==> src/rtl/serial_sub_pkg.sv <==
// Shared definitions for the bit-serial subtractor.
//   state_e       : FSM state encodings (IDLE, SHIFT, DONE)
//   DEFAULT_WIDTH : default operand/result width
package serial_sub_pkg;

  localparam int unsigned DEFAULT_WIDTH = 4;

  typedef enum logic [1:0] {
    IDLE  = 2'd0,
    SHIFT = 2'd1,
    DONE  = 2'd2
  } state_e;

endpackage

==> src/rtl/full_sub_cell.sv <==
// Combinational 1-bit full subtractor, the mirror of a 1-bit full-adder cell.
//   x  : minuend bit
//   y  : subtrahend bit
//   bi : borrow-in
//   d  : difference bit, x - y - bi
//   bo : borrow-out
module full_sub_cell (
  input  logic x,
  input  logic y,
  input  logic bi,
  output logic d,
  output logic bo
);

  assign d  = x ^ y ^ bi;
  // Borrow when y exceeds x, or when the bits match and a borrow is already pending.
  assign bo = (~x & y) | (~(x ^ y) & bi);

endmodule

==> src/rtl/serial_subtractor.sv <==
// Bit-serial unsigned subtractor. Operands are accepted on an in_valid/in_ready
// handshake, resolved one bit per clock LSB first through a single registered
// borrow, and returned on an out_valid/out_ready handshake.
//   clk, reset          : clock, synchronous active-high reset
//   in_valid, in_ready  : operand handshake (a, b, b_in)
//   a, b, b_in          : minuend, subtrahend, borrow-in
//   out_valid, out_ready: result handshake (diff, b_out)
//   diff                : (a - b - b_in) mod 2^WIDTH
//   b_out               : 1 iff a < b + b_in
module serial_subtractor
  import serial_sub_pkg::*;
#(
  parameter int unsigned WIDTH = DEFAULT_WIDTH
) (
  input  logic             clk,
  input  logic             reset,
  input  logic             in_valid,
  output logic             in_ready,
  input  logic [WIDTH-1:0] a,
  input  logic [WIDTH-1:0] b,
  input  logic             b_in,
  output logic             out_valid,
  input  logic             out_ready,
  output logic [WIDTH-1:0] diff,
  output logic             b_out
);

  localparam int unsigned CNT_W = $clog2(WIDTH + 1);

  state_e             state_q, state_d;
  logic [CNT_W-1:0]   count_q, count_d;
  logic [WIDTH-1:0]   a_sr_q, a_sr_d;
  logic [WIDTH-1:0]   b_sr_q, b_sr_d;
  logic [WIDTH-1:0]   diff_q, diff_d;
  logic               borrow_q, borrow_d;
  logic               b_out_q, b_out_d;

  logic               cell_d;
  logic               cell_bo;

  full_sub_cell u_cell (
    .x  (a_sr_q[0]),
    .y  (b_sr_q[0]),
    .bi (borrow_q),
    .d  (cell_d),
    .bo (cell_bo)
  );

  always_comb begin
    state_d  = state_q;
    count_d  = count_q;
    a_sr_d   = a_sr_q;
    b_sr_d   = b_sr_q;
    diff_d   = diff_q;
    borrow_d = borrow_q;
    b_out_d  = b_out_q;

    case (state_q)
      IDLE: begin
        if (in_valid) begin
          a_sr_d   = a;
          b_sr_d   = b;
          borrow_d = b_in;
          count_d  = '0;
          state_d  = SHIFT;
        end
      end
      SHIFT: begin
        a_sr_d   = a_sr_q >> 1;
        b_sr_d   = b_sr_q >> 1;
        // New bit enters at the MSB so the LSB-first stream lands in order.
        diff_d   = WIDTH'({cell_d, diff_q} >> 1);
        borrow_d = cell_bo;
        count_d  = count_q + CNT_W'(1);
        if (count_q == CNT_W'(WIDTH - 1)) begin
          b_out_d = cell_bo;
          state_d = DONE;
        end
      end
      DONE: begin
        if (out_ready) begin
          state_d = IDLE;
        end
      end
      default: begin
        state_d = IDLE;
      end
    endcase
  end

  always_ff @(posedge clk) begin
    if (reset) begin
      state_q  <= IDLE;
      count_q  <= '0;
      a_sr_q   <= '0;
      b_sr_q   <= '0;
      diff_q   <= '0;
      borrow_q <= 1'b0;
      b_out_q  <= 1'b0;
    end else begin
      state_q  <= state_d;
      count_q  <= count_d;
      a_sr_q   <= a_sr_d;
      b_sr_q   <= b_sr_d;
      diff_q   <= diff_d;
      borrow_q <= borrow_d;
      b_out_q  <= b_out_d;
    end
  end

  assign in_ready  = (state_q == IDLE);
  assign out_valid = (state_q == DONE);
  assign diff      = diff_q;
  assign b_out     = b_out_q;

endmodule

==> config.mk <==
export PLATFORM = sky130hd
export DESIGN_NAME = serial_subtractor
export DESIGN_NICKNAME = d
export VERILOG_FILES = /design/src/rtl/serial_sub_pkg.sv /design/src/rtl/full_sub_cell.sv /design/src/rtl/serial_subtractor.sv
export SDC_FILE = /design/constraint.sdc
export NUM_CORES = 1
export LEC_CHECK = 0
export CAP_MARGIN = 20
export CORE_MARGIN = 3
export CORE_UTILIZATION = 30
export CTS_CLUSTER_SIZE = 10
export DETAILED_ROUTE_END_ITERATION = 7
export DONT_BUFFER_PORTS = 1
export PLACE_DENSITY = 0.44
export SKIP_CTS_REPAIR_TIMING = 1
export SLEW_MARGIN = 20
export SYNTH_ARGS = -nofsm -noshare
export SYNTH_HDL_FRONTEND = slang
export SYNTH_SLANG_ARGS = --single-unit
==> constraint.sdc <==
create_clock -name clk -period 1.7 [get_ports clk]
set_clock_uncertainty 0.2 [all_clocks]
set_input_delay 0.34 -clock clk [delete_from_list [all_inputs] [get_ports clk]]
set_output_delay 0.34 -clock clk [all_outputs]
set_load 0.01 [all_outputs]
# Yosys cells after proc, flatten, opt, wreduce, memory -nomap -nowiden
# Index checks and enable logic that the tools add are counted.
# op_classes
add_sub_neg	1
n_eq_ne	6
n_mux	12
bitwise	7
n_reduce_logical	5
# op_table
cell	n
4-bit one-hot mux with 2 select lines	2
4-bit two-way mux	2
2-bit two-way mux	3
2-bit one-hot mux with 3 select lines	1
3-bit one-hot mux with 2 select lines	1
2-bit != test, second input constant	2
2-bit AND reduction	2
3-bit by 1-bit adder with 3-bit output, second input constant	1
3-bit by 2-bit equality test with 1-bit output, second input constant	1
3-bit two-way mux	1
3-bit AND reduction	1
1-bit AND	2
2-bit by 1-bit equality test with 1-bit output, second input constant	1
2-bit equality test, second input constant	1
2-bit zero test	1
2-bit by 1-bit != test with 1-bit output, second input constant	1
1-bit NOT	2
1-bit one-hot mux with 2 select lines	1
2-bit nonzero test	1
1-bit bitwise XOR	2
1-bit two-way mux	1
1-bit OR	1
# totals
register_bits	19
input_bits	13
out_inout_bits	7
wordCells	38

# Depth between registers and ports, before layout
# Gate-level depths: netlist (run 1).
# depth
depth_word	5
mapped_depth	4
ltp_nobuf	4

# Hierarchy
# A second synthesis (run 1) with hierarchy kept.
# unflattened
hier_cells	89
area_unflattened_um2	847.1
# modules_own_cells
mod	instances	cells_each	area_per_inst_um2	seq_area_each_um2
serial_subtractor	1	85	815.8	380.4
full_sub_cell	1	4	31.3	0.0

# Least setup slack after synthesis (run 1)
# Ideal clock, no wire load.
# synth_timing
kind	register -> register
from	reg b_sr_q[0]
to	reg borrow_q
setup_ns	0.066
arrival_ns	1.179
t_required_ns	1.434
path_slack_ns	0.255
path_stages_with_launch	5
path_buffers	0
period_less_slack_ns	1.445
path_cell_list	dfxtp_1 > inv_1 > fa_1 > a221o_1 > a21oi_2
# synth_between
elab_chain_len	5
elab_cells_between_ends	6
cone_classes	1 x mux; 5 x bitwise
# synth_lines
item	line	text
from (decl)	serial_subtractor.sv:33	logic [WIDTH-1:0] b_sr_q, b_sr_d;
from (signal assigned)	serial_subtractor.sv:104	b_sr_q <= b_sr_d;
1-bit bitwise XOR	full_sub_cell.sv:17	assign bo = (~x & y) | (~(x ^ y) & bi);
1-bit NOT	full_sub_cell.sv:17	
1-bit AND	full_sub_cell.sv:17	
1-bit OR (*)	full_sub_cell.sv:17	
1-bit one-hot mux with 2 select lines (*)	serial_subtractor.sv:58	case (state_q)
to (signal assigned)	serial_subtractor.sv:106	borrow_q <= borrow_d;
to (decl)	serial_subtractor.sv:35	logic borrow_q, borrow_d;
# Every way passes the cells marked *; elsewhere a longest branch is shown, timed or not.
# A chain may end at the register's enable or synchronous reset.

# Final worst setup path (run 1)
# layout_timing
from	reg state_q[0]
to	out in_ready
# layout_between
elab_chain_len	1
# layout_lines
item	line	text
from (decl)	serial_subtractor.sv:30	state_e state_q, state_d;
from (signal assigned)	serial_subtractor.sv:101	state_q <= state_d;
2-bit zero test	serial_subtractor.sv:111	assign in_ready = (state_q == IDLE);
to (decl)	serial_subtractor.sv:18	output logic in_ready,
# Every way passes these cells.

==> out/results.txt, run 1 <==
status: finished, violations left
violated checks: negative hold slack
TritonCTS clock tree: built
commonest non-fill, non-tap cell in the layout: dfxtp_1
worst vdd ir: 0.6028 mV
Fin Hold WS: -0.005892 ns
initial antenna violation count: 0
diode count: 0
critical-path cell list: buf_4 > nor2_1
GR Overflow Total: 0
CP max FO: 7
Wirelength per Cell: 15.76 microns
total die area: 3622 sq um
pwr dens: 885.7 nW/um^2
Post-DP HPWL: 1450 microns
CP Class: reg -> out
fraction of layout cells with a size suffix above 1: 0.1250
antenna-violating nets left: 0
drt via density: 5.237
largest net degree at the start of global routing: 20
Setup crit start: state_q[0]
Clock Tree Root: clkbuf_4
critical hold path startpoint: reset
Filler Cells Inserted: 303
Critical R2R Launch: b_sr_q[0]
syn nets: 117
synthesis-stage register bit count: 19
fin crit share: 0.9531
# rows: 19
Die W: 60.19 microns
fmax: 617.2 MHz
sequential cell area fraction in the yosys report: 0.4318
overall routed net length: 2127 microns
GP Congestion: 0.7533
Die Span Y: 60.19 microns
CP startpoint kind: register
clock sink count: 19
Synth-to-Final Area Change: 9.233%
area of the multi-input gates: 437.9 sq um
total number of vias: 707
Hold Fails Final Rpt: 1
cell area after synthesis: 880.8 sq um
starting DRC count in detailed routing: 23
drt drc: 0
CTS Buf Count: 3
RSZ-0062 raised after global routing: false
distinct cell type count of the synthesized netlist: 29
Synth Area per Inst: 8.721 sq um
met3 usage: 0.05400
Initial Util: 0.3167
vias in the first global route: 654
worst hold path type: in -> reg
placeable core area: 2781 sq um
DRT Pass-1 Iters: 4
Crit path required time: 1.16 ns
final worst slack: 0.07979 ns
CTS HTree Levels: 1
Top Usage Layer GRT: met2
GRT Util Overall: 0.1208
final setup TNS: 0 ns
pre-CTS WS: 0.1734 ns
worst-case clock buffer depth: 2
commonest cells after routing, fill and taps aside: 19 x dfxtp_1, 14 x nor2_1, 13 x a21oi_1, 8 x nand2_1, 7 x inv_1
Rel. slew slack: 0.5013
clk slew on worst S/H paths: 0.12 ns
final worst path period need: 1.620 ns
Worst path max stage delay: 0.38 ns
worst slew pin tran: 0.7455 ns
Worst-Skew Late Latency: 0.30 ns
Critical Path End Type: primary output
final count of negative-setup-slack endpoints: 0
nets: 121
met1 usage: 0.1612
slowest cell on the critical path: dfxtp_1
Worst Path Arrival: 1.08 ns
first-pass GRT wire length: 3256 microns
Synth Instances: 101
Slew Limit Fails: 0
Ports: 20
area occupied by registers: 380.4 sq um
YS warnings: 0
leakage power: 0.3604 nW
grt met2 use: 0.1821
Buffers on Ports: 0
Max Cap Viol: 0
==> layout make-up <==
class	count	area share
Tap cell	31	0.04031
Sequential cell	19	0.3953
Clock buffer	4	0.02731
Inverter	7	0.02731
Multi-Input combinational cell	68	0.4551
Timing Repair Buffer	6	0.05462
==> metrics by stage <==
step | area (sq um) | cells | power [mW] | util
global placement | 905.9 | 128 | 0.6037 | 0.3257
global route | 962.2 | 135 | 0.8848 | 0.3459
detailed placement | 905.9 | 128 | 0.6075 | 0.3257
floorplan | 880.8 | 101 | 0.5907 | -
CTS | 932.1 | 132 | 0.8475 | 0.3351
finish | 962.2 | 135 | 0.8522 | 0.3459
==> flip-flops by register name, indices dropped and copies added, names as in the netlist <==
name	cells
a_sr_q	4
b_out	1
b_sr_q	4
borrow_q	1
count_q	3
diff	4
state_q	2
==> final timing paths <==
kind | slack (ns) | cells past startpoint | end
worst max-delay path | 0.08 | 2 | in_ready
worst min-delay path | -0.006 | 2 | borrow_q
worst max register to register | 0.15 | 4 | borrow_q
worst min register to register | 0.30 | 2 | a_sr_q[3]
==> synthesized netlist by cell type (all sizes together) <==
| cell type | n | share of area |
|---|---|---|
| a2111oi | 2 | 0.034 |
| o21bai | 1 | 0.0085 |
| nand2b | 2 | 0.017 |
| a221o | 1 | 0.011 |
| o21ai | 2 | 0.011 |
| a21oi | 14 | 0.084 |
| a211oi | 1 | 0.0085 |
| nand3b | 2 | 0.017 |
| o22ai | 3 | 0.021 |
| a22oi | 2 | 0.017 |
| o221a | 3 | 0.038 |
| ha | 2 | 0.028 |
| fa | 1 | 0.023 |
| nand2 | 8 | 0.034 |
| nor2 | 14 | 0.060 |
| mux2i | 1 | 0.011 |
| inv | 7 | 0.030 |
| o32ai | 1 | 0.0099 |
| and2b | 1 | 0.0085 |
| dfxtp | 19 | 0.43 |
| clkbuf | 1 | 0.0043 |
| nor3 | 1 | 0.0057 |
| a2bb2oi | 1 | 0.0099 |
| a311oi | 1 | 0.0099 |
| buf | 6 | 0.037 |
| nor2b | 4 | 0.028 |
==> worst max-delay path, delay by kind of cell (launching register included) <==
family / cells / cell delay, ns
simple gates: 1 / 0.21
buf+inv: 1 / 0.18
flops: 1 / 0.38
==> power by group <==
group	switching, mW	total (mW)	internal, mW
sequential	0.0207	0.491	0.471
combinational	0.0646	0.118	0.0533
clock	0.152	0.243	0.0915
==> kinds of logic after synthesis <==
group / count (synthesis) / share of synthesized area
adders and majority gates: 3 / 0.05113
and+or+nand+nor: 32 / 0.1705
muxes: 1 / 0.01136
DFF: 19 / 0.4318
AOI/OAI and AO/OA: 32 / 0.2642
buffers and inverters: 14 / 0.07102
==> metal layers <==
layer,up-vias,wire length [microns]
met1,328,959
met2,20,974
met4,0,12
met3,2,180
li1,357,-
met5,-,0
Note: power is estimated with default switching activity, not from simulation.
==> run 2: changes to the inputs <==
Settings changed: ABC_CLOCK_PERIOD_IN_PS set to 1700, CORE_ASPECT_RATIO set to 1.5.
==> run 2 against run 1 <==
Effect of this change: the flow now finishes without violations; critical path depth did not move; clock power rose by 33%; utilization rose by 1.2 points; non-clock buffer count fell by 1; global-route usage fell by 0.27 points; sequential cell count did not move; final cell count rose by 3.7%; sequential power barely moved; wire length fell by 2.3%; power rose by 8.8%; worst hold slack improved by 0.056 ns; highest routed layer unchanged.
==> out/results.txt, run 2 (synthesis gave the netlist of run 1 again) <==
final setup TNS: 0 ns (unchanged)
CTS HTree Levels: 1 (unchanged)
first-pass GRT wire length: 3236 microns (-0.61%)
drt via density: 5.121 (-2.2%)
Clock power frac: 0.349 (+0.064)
Synth-to-Final Area Change: 10.94%
pre-CTS WS: 0.2080 ns (+0.03462 ns)
RSZ-0062 raised after global routing: false
Wirelength per Cell: 14.84 microns (-5.8%)
largest net degree at the start of global routing: 20 (unchanged)
Die Span Y: 72.37 microns (+20%)
Worst-Skew Late Latency: 0.26 ns (-0.04 ns)
initial antenna violation count: 0 (unchanged)
GP Congestion: 0.7196 (-4.5%)
TritonCTS clock tree: built
Fin Hold WS: 0.05015 ns (+0.05604 ns)
placeable core area: 2734 sq um (-1.7%)
fmax: 642.1 MHz (+4.0%)
Hold Fails Final Rpt: 0 (-1)
flop2flop setup slack: 0.19 ns (+0.04 ns)
Initial Util: 0.3222 (+0.005508)
Levels on crit path: 2 (unchanged)
CP max FO: 10 (+3)
cell count after placement: 135 (+5.5%)
Psw: 0.2425 mW (+2.4%)
Slew Limit Fails: 0 (unchanged)
Post-DP HPWL: 1478 microns (+1.9%)
# rows: 23 (+4)
crit path to: in_ready
clock sink count: 19 (unchanged)
Setup crit start: state_q[1]
worst-case clock buffer depth: 2 (unchanged)
Worst path max stage delay: 0.37 ns (about the same)
area occupied by registers: 380.4 sq um (unchanged)
overall routed net length: 2078 microns (-2.3%)
Max Cap Viol: 0 (unchanged)
Clock Tree Root: clkbuf_8
nets: 120 (-0.83%)
RR Endpoint: borrow_q
Gate power share: 0.122 (-0.016)
CP Class: reg -> out
Final Non-Filler Cells: 140 (+3.7%)
internal power: 0.6849 mW (+11%)
leakage power: 0.3671 nW (+1.9%)
final worst path period need: 1.557 ns (-0.06288 ns)
CP startpoint kind: register
GRT Util Overall: 0.1181 (-0.002703)
fin crit share: 0.9161 (-0.03699)
CTS Buf Count: 3 (unchanged)
area of the multi-input gates: 437.9 sq um (unchanged)
part of the power in registers: 0.529 (-0.047)
commonest cells after routing, fill and taps aside: 19 x dfxtp_1, 14 x nor2_1, 13 x a21oi_1, 8 x nand2_1, 7 x inv_1
final count of negative-setup-slack endpoints: 0 (unchanged)
Buffers on Ports: 0 (unchanged)
diode count: 0 (unchanged)
drt drc: 0 (unchanged)
Net Sw Frac: 0.2615 (-0.01645)
pwr dens: 949.1 nW/um^2 (+7.2%)
Ports: 20 (unchanged)
Worst Path Arrival: 1.02 ns (-0.06 ns)
vias in the first global route: 659 (+0.76%)
Buf+Inv Stages, Crit Path: 1 (unchanged)
commonest non-fill, non-tap cell in the layout: dfxtp_1
fraction of layout cells with a size suffix above 1: 0.1456 (+0.02063)
fin util: 0.3574 (+0.01151)
starting DRC count in detailed routing: 14 (-39%)
total die area: 3636 sq um (+0.37%)
crit-path leading delay family: flip-flops
Critical Path End Type: primary output
worst vdd ir: 0.4191 mV (-30%)
Die W: 50.24 microns (-17%)
antenna-violating nets left: 0 (unchanged)
DRT Pass-1 Iters: 4 (unchanged)
total number of vias: 717 (+1.4%)
GR Overflow Total: 0 (unchanged)
critical-path cell list: buf_4 > nor2_1
slowest cell on the critical path: dfxtp_1
Crit path required time: 1.16 ns (about the same)
reg2reg path depth: 4 (unchanged)
Filler Cells Inserted: 286 (-5.6%)
worst slew pin tran: 0.6441 ns (-0.1015 ns)
worst hold path type: in -> reg
Critical R2R Launch: b_sr_q[0]
final worst slack: 0.1427 ns (+0.06288 ns)
Rel. slew slack: 0.5692 (+0.06787)
clk slew on worst S/H paths: 0.08 ns (-0.04 ns)
status: complete, no violations
-- run 2: power by group through the flow --
stage	registers (mW)	clock network (mW)	logic, mW
floorplan	0.495	0	0.0955
CTS	0.491	0.336	0.107
detailed placement	0.501	0	0.107
global placement	0.501	0	0.106
global route	0.495	0.355	0.130
finish	0.491	0.323	0.114
-- run 2: final cells by class --
| type | instances | area share |
|---|---|---|
| Inverter | 7 | 0.02689 |
| Sequential cell | 19 | 0.3892 |
| Timing Repair Buffer | 5 | 0.04097 |
| Tap cell | 37 | 0.04738 |
| Clock inverter | 1 | 0.005122 |
| Multi-Input combinational cell | 68 | 0.4481 |
| Clock buffer | 3 | 0.04225 |
-- run 2: how the worst min path moves through the flow --
stage | cells after the start | from | endpoint
3_5_place_dp | 1 | reset | a_sr_q[0]
2_1_floorplan | 2 | b_sr_q[3] | b_sr_q[3]
4_1_cts | 1 | reset | diff[0]
3_3_place_gp | 1 | reset | a_sr_q[1]
5_1_grt | 2 | reset | b_sr_q[2]
6_report | 2 | reset | b_sr_q[2]
-- run 2: metal layers --
| layer | track usage | share of wire | up-vias |
|---|---|---|---|
| li1 | - | - | 357 |
| met1 | 0.1410 | 0.44 | 346 |
| met2 | 0.1919 | 0.51 | 12 |
| met3 | 0.02875 | 0.045 | 2 |
| met4 | 0.06462 | 0.0082 | 0 |
| met5 | 0 | 0 | - |
-- run 2: through the flow --
stage	cell area (sq um)	power, mW
6_report	977.2	0.9274
5_1_grt	977.2	0.9796
4_1_cts	967.2	0.9343
3_5_place_dp	920.9	0.6080
3_3_place_gp	920.9	0.6069
2_1_floorplan	880.8	0.5907
==> run 3: changes to the inputs <==
Settings changed: GPL_ROUTABILITY_DRIVEN set to 1.
==> results of run 3 <==
No change in the layout: final DEF, timing and power equal those of run 2.
